==> src/rtl/sha2_pkg.sv <==
// Shared SHA-2 constants: mode encoding, derived sizes, sigma amounts and schedule FSM states.
// Imported by the message-schedule generator and the sigma helper.
package sha2_pkg;

  localparam int unsigned MODE_SHA256 = 0;
  localparam int unsigned MODE_SHA512 = 1;

  // Sigma selectors: small sigmas feed the schedule, big Sigmas feed the round core.
  localparam int unsigned SIG_SMALL0 = 0;
  localparam int unsigned SIG_SMALL1 = 1;
  localparam int unsigned SIG_BIG0   = 2;
  localparam int unsigned SIG_BIG1   = 3;

  // [mode][selector][term]; the third term is a shift for small sigmas, a rotate for big ones.
  localparam int unsigned SIGMA_AMT [2][4][3] = '{
    '{'{7, 18, 3}, '{17, 19, 10}, '{2, 13, 22}, '{6, 11, 25}},
    '{'{1, 8, 7},  '{19, 61, 6},  '{28, 34, 39}, '{14, 18, 41}}
  };

  typedef enum logic [0:0] {StIdle, StRun} sched_state_e;

  function automatic int unsigned word_w(input int unsigned mode);
    return (mode == MODE_SHA512) ? 64 : 32;
  endfunction

  function automatic int unsigned rounds(input int unsigned mode);
    return (mode == MODE_SHA512) ? 80 : 64;
  endfunction

  function automatic int unsigned sigma_amt(input int unsigned mode, input int unsigned sel,
                                            input int unsigned k);
    int unsigned mi;
    mi = (mode == MODE_SHA512) ? 1 : 0;
    return SIGMA_AMT[mi][sel % 4][k % 3];
  endfunction

endpackage

==> src/rtl/sha2_sigma.sv <==
// Combinational SHA-2 sigma function; SEL picks sig0/sig1 (schedule) or Sigma0/Sigma1 (rounds).
// Rotations are constant bit reorderings.
module sha2_sigma
  import sha2_pkg::*;
#(
  parameter int unsigned MODE = MODE_SHA256,
  parameter int unsigned SEL  = SIG_SMALL0,
  localparam int unsigned W   = word_w(MODE)
) (
  input  logic [W-1:0] x,
  output logic [W-1:0] y
);

  localparam int unsigned A0 = sigma_amt(MODE, SEL, 0);
  localparam int unsigned A1 = sigma_amt(MODE, SEL, 1);
  localparam int unsigned A2 = sigma_amt(MODE, SEL, 2);

  logic [W-1:0] r0, r1, t2;

  assign r0 = {x[A0-1:0], x[W-1:A0]};
  assign r1 = {x[A1-1:0], x[W-1:A1]};

  if (SEL < 2) begin : g_shr
    assign t2 = x >> A2;
  end else begin : g_rot
    assign t2 = {x[A2-1:0], x[W-1:A2]};
  end

  assign y = r0 ^ r1 ^ t2;

endmodule

==> src/rtl/sha2_w_sched.sv <==
// SHA-2 message-schedule generator: 16-word sliding window emitting one W word per accepted next.
// init restarts from a fresh block at any time; done pulses once after the last word is taken.
module sha2_w_sched
  import sha2_pkg::*;
#(
  parameter int unsigned MODE    = MODE_SHA256,
  localparam int unsigned WORD_W = word_w(MODE),
  localparam int unsigned ROUNDS = rounds(MODE)
) (
  input  logic                   clk,
  input  logic                   reset,
  input  logic [16*WORD_W-1:0]   block,
  input  logic                   init,
  input  logic                   next,
  output logic [WORD_W-1:0]      w,
  output logic [6:0]             w_idx,
  output logic                   w_valid,
  output logic                   done
);

  if (MODE != MODE_SHA256 && MODE != MODE_SHA512) begin : g_bad_mode
    $error("sha2_w_sched: MODE must be 0 (SHA-256) or 1 (SHA-512)");
  end

  localparam logic [6:0] LAST_IDX = 7'(ROUNDS - 1);

  sched_state_e      state_q;
  logic [WORD_W-1:0] win_q [16];
  logic [6:0]        cnt_q;
  logic              done_q;
  logic [WORD_W-1:0] s0, s1, w_new;

  sha2_sigma #(
    .MODE (MODE),
    .SEL  (SIG_SMALL0)
  ) u_sig0 (
    .x (win_q[1]),
    .y (s0)
  );

  sha2_sigma #(
    .MODE (MODE),
    .SEL  (SIG_SMALL1)
  ) u_sig1 (
    .x (win_q[14]),
    .y (s1)
  );

  assign w_new = s1 + win_q[9] + s0 + win_q[0];

  always_ff @(posedge clk) begin
    if (reset) begin
      for (int i = 0; i < 16; i++) win_q[i] <= '0;
      cnt_q   <= '0;
      state_q <= StIdle;
      done_q  <= 1'b0;
    end else begin
      done_q <= 1'b0;
      if (init) begin
        for (int i = 0; i < 16; i++) win_q[i] <= block[(15-i)*WORD_W +: WORD_W];
        cnt_q   <= '0;
        state_q <= StRun;
      end else if (state_q == StRun && next) begin
        if (cnt_q == LAST_IDX) begin
          // Window holds so nothing beyond the final round is ever computed onto w.
          state_q <= StIdle;
          done_q  <= 1'b1;
        end else begin
          for (int i = 0; i < 15; i++) win_q[i] <= win_q[i+1];
          win_q[15] <= w_new;
          cnt_q     <= cnt_q + 7'd1;
        end
      end
    end
  end

  assign w       = win_q[0];
  assign w_idx   = cnt_q;
  assign w_valid = (state_q == StRun);
  assign done    = done_q;

endmodule

==> config.mk <==
export PLATFORM = sky130hd
export DESIGN_NAME = sha2_w_sched
export DESIGN_NICKNAME = d
export VERILOG_FILES = /design/src/rtl/sha2_pkg.sv /design/src/rtl/sha2_sigma.sv /design/src/rtl/sha2_w_sched.sv
export SDC_FILE = /design/constraint.sdc
export NUM_CORES = 1
export LEC_CHECK = 0
export BUFFER_PORTS_ARGS = -buffer_cell sky130_fd_sc_hd__clkbuf_2
export CELL_PAD_IN_SITES_DETAIL_PLACEMENT = 2
export CELL_PAD_IN_SITES_GLOBAL_PLACEMENT = 2
export CORE_ASPECT_RATIO = 1.5
export CORE_MARGIN = 3
export CORE_UTILIZATION = 40
export CTS_CLUSTER_DIAMETER = 40
export DETAILED_ROUTE_END_ITERATION = 12
export HOLD_SLACK_MARGIN = 0.05
export PLACE_DENSITY = 0.82
export SLEW_MARGIN = 25
export SYNTH_ARGS = -nofsm -noshare
export SYNTH_HDL_FRONTEND = slang
export SYNTH_SLANG_ARGS = --single-unit
==> constraint.sdc <==
create_clock -name clk -period 17.1 [get_ports clk]
set_input_delay 1.71 -clock clk [delete_from_list [all_inputs] [get_ports clk]]
set_output_delay 1.71 -clock clk [all_outputs]
set_load 0.01 [all_outputs]
==> summary.md <==
| Metric | Value |
|---|---|
| Status | `complete, no violations` |
| Busiest grt layer | `met2` |
| Row count | `112` |
| Syn. warnings | `0` |
| Post-synth EDFFs | `512` |
| Hpwl dp | `77400 um` |
| Largest net degree at the start of global routing | `242` |
| CP Capture Type | `flop` |
| CP Launch Type | `flop` |
| Clk buf depth | `3` |
| CP required | `17480 ps` |
| Synth cell types | `52` |
| Clock period minus worst slack | `5460 ps` |
| Clk sinks | `521` |
| List of most frequent post-synthesis cells | `edfxtp_1, a22o_1, inv_1` |
| Synth Instances | `1831` |
| Cts hold-fix bufs | `0` |
| Predominant post-synthesis flop cell | `edfxtp_1` |
| Initial Util | `40.6%` |
| Core area | `62600 sq um` |
| Root buffer cell | `clkbuf_16` |
| M3 GR Usage | `7.58%` |
| Post-CTS setup buffers | `0` |
| Nets | `2938` |
| RSZ-0062 raised after global routing | `no` |
| Slew Limit Fails | `0` |
| Initial drt markers | `1589` |
| Total GRT Usage | `31.0%` |
| H-tree levels | `3` |
| TritonCTS buffer count | `73` |
| Placed cell count | `3049` |
| CTS clock-pin slew for the worst setup and hold paths | `70 ps` |
| Max_cap viols | `0` |
| GRT overflow | `0` |
| DR pass1 iterations | `5` |
| Worst clock skew | `58.2 ps` |
| Drc violations | `0` |
| Worst slew pin tran | `1000 ps` |
| Top-count cell post-synth | `edfxtp_1` |
| Setup_tns | `0 ps` |
| Die ar. | `66800 sq um` |
| Drt wl/cell | `33.4 um` |
| Post-synth ARST share | `0%` |
| Final setup viols | `0` |
| Clk Latency, worst-skew pair | `660 ps` |
| Via Count | `18900` |
| Mapped Nets | `2441` |
| LEAKAGE | `13.6 nW` |
| Yosys top cell area share | `60.4%` |
| Synth area leader | `edfxtp_1` |
| Register area share after synthesis | `61.1%` |
| Hold Path Class | `flop to flop` |
| Synth top area cells | `edfxtp_1, a22o_1, fa_1, xnor2_1, inv_1` |
| Share of layout cells above drive strength 1 | `29.6%` |
| FMAX | `0.183 GHz` |
| CP Data Arrival Time | `5830 ps` |
| Met2 Use GR | `54.1%` |
| Die Ht | `315 um` |
| Syn_area_per_cell | `13.9 sq um` |
| Post-Syn Area | `25500 sq um` |
| Final count of hold timing violations | `0` |
| Area Growth Syn to Fin | `22.8%` |
| CTS tree | `done` |
| Global-route wire length before repair | `149000 um` |
| Port-buffer cells | `556` |
| Io pins | `557` |
| Post-CTS Resized | `0` |
| Routed Antenna Nets | `0` |
| Final WL | `107000 um` |
| Worst IR drop on VDD | `84.6 uV` |
| Initial antenna violation count | `14` |
| Met1 usage | `34.7%` |
| Crit Path Max Fanout | `4` |
| Die Wd | `212 um` |
| Vias in the first global route | `20900` |
| Post-Layout Cell Count | `3195` |
| DR vias/cell | `5.91` |
| Max-slew headroom | `33.2%` |
| Crit share post-route | `31.9%` |
| Synth Register Bits | `521` |
| Setup CP Type | `flop to flop` |
| GP Congestion | `0.884` |
| PD cells | `146 nW/um^2` |
## worst max-delay path: stages (launching register included)
cell,delay (ps)
edfxtp_1,530
xnor2_1,210
xnor2_1,340
fa_1,490
inv_1,110
fa_1,420
inv_1,80
ha_1,190
inv_1,80
fa_1,470
nor2b_1,210
o31ai_1,170
a21oi_1,550
nand4_1,360
a2111oi_2,510
o21ai_0,170
a32o_1,280
## placed cells by master (no fill, tap or decap), types with 16 or more instances in the layout
master,n
clkbuf_2,556
edfxtp_1,512
a22o_1,455
inv_1,150
xnor2_1,115
clkbuf_16,75
nand2_1,70
o21ai_0,65
fa_1,62
ha_1,32
xor2_1,28
a21oi_1,28
nor2_1,26
a21o_1,17
inv_6,16
## power breakdown
group,switching (mW),total (mW),internal (mW),leakage [nW]
combinational,0.885,1.37,0.486,6.72
sequential,0.0971,1.63,1.53,5.74
clock,0.657,1.57,0.915,1.18
total,1.64,4.57,2.93,13.6
## final cells by class
type	count	area, sq um
Antenna cell	12	30.0
Clock buffer	81	1900
Clock inverter	51	563
Fill cell	6007	31400
Inverter	150	563
Multi-Input combinational cell	1008	8640
Sequential cell	521	15600
Tap cell	798	998
Timing Repair Buffer	574	3010
## flip-flops by register name, summed over array words and instances, names as in the netlist
signal   count
win_q      512
w_idx        7
done         1
w_valid      1
## cells by family after synthesis
logic type,after synthesis,synth area share [%]
AOI/OAI and AO/OA,606,19.3
DFF,521,61.1
muxes,3,0.118
xor gates and xnor gates,143,4.92
buffers and inverters,302,5.10
adders and majority gates,94,6.45
and+or+nand+nor,162,2.97
## final timing paths
| kind | from | endpoint | slack (ps) | cells past startpoint |
|---|---|---|---|---|
| hold reg to reg | w_idx[6] | w_idx[6] | 470 | 2 |
| setup reg to reg | win_q[0][468] | win_q[0][507] | 11640 | 16 |
| setup / recovery | win_q[0][468] | win_q[0][507] | 11640 | 16 |
| hold / removal | w_idx[6] | w_idx[6] | 470 | 2 |
## per-layer routing
metal / vias up / wire, um / part of all wire, %
met5: - / 54 / 0.051
met4: 8 / 6540 / 6.1
met3: 259 / 7800 / 7.3
met2: 908 / 54700 / 51
met1: 9702 / 37600 / 35
li1: 8002 / - / -
## metrics by stage
step	hold slack (ps)	power [mW]	instance area (sq um)	setup slack, ps	util (%)
after floorplan	472	2.43	25500	8800	-
after global placement	444	2.87	28700	11710	45.8
after detailed placement	459	2.95	28700	11510	45.8
after CTS	467	4.55	31200	11790	49.8
after global routing	489	4.75	31300	11450	49.9
final	467	4.57	31300	11640	49.9
No activity file was read; power rests on OpenSTA's default activity.
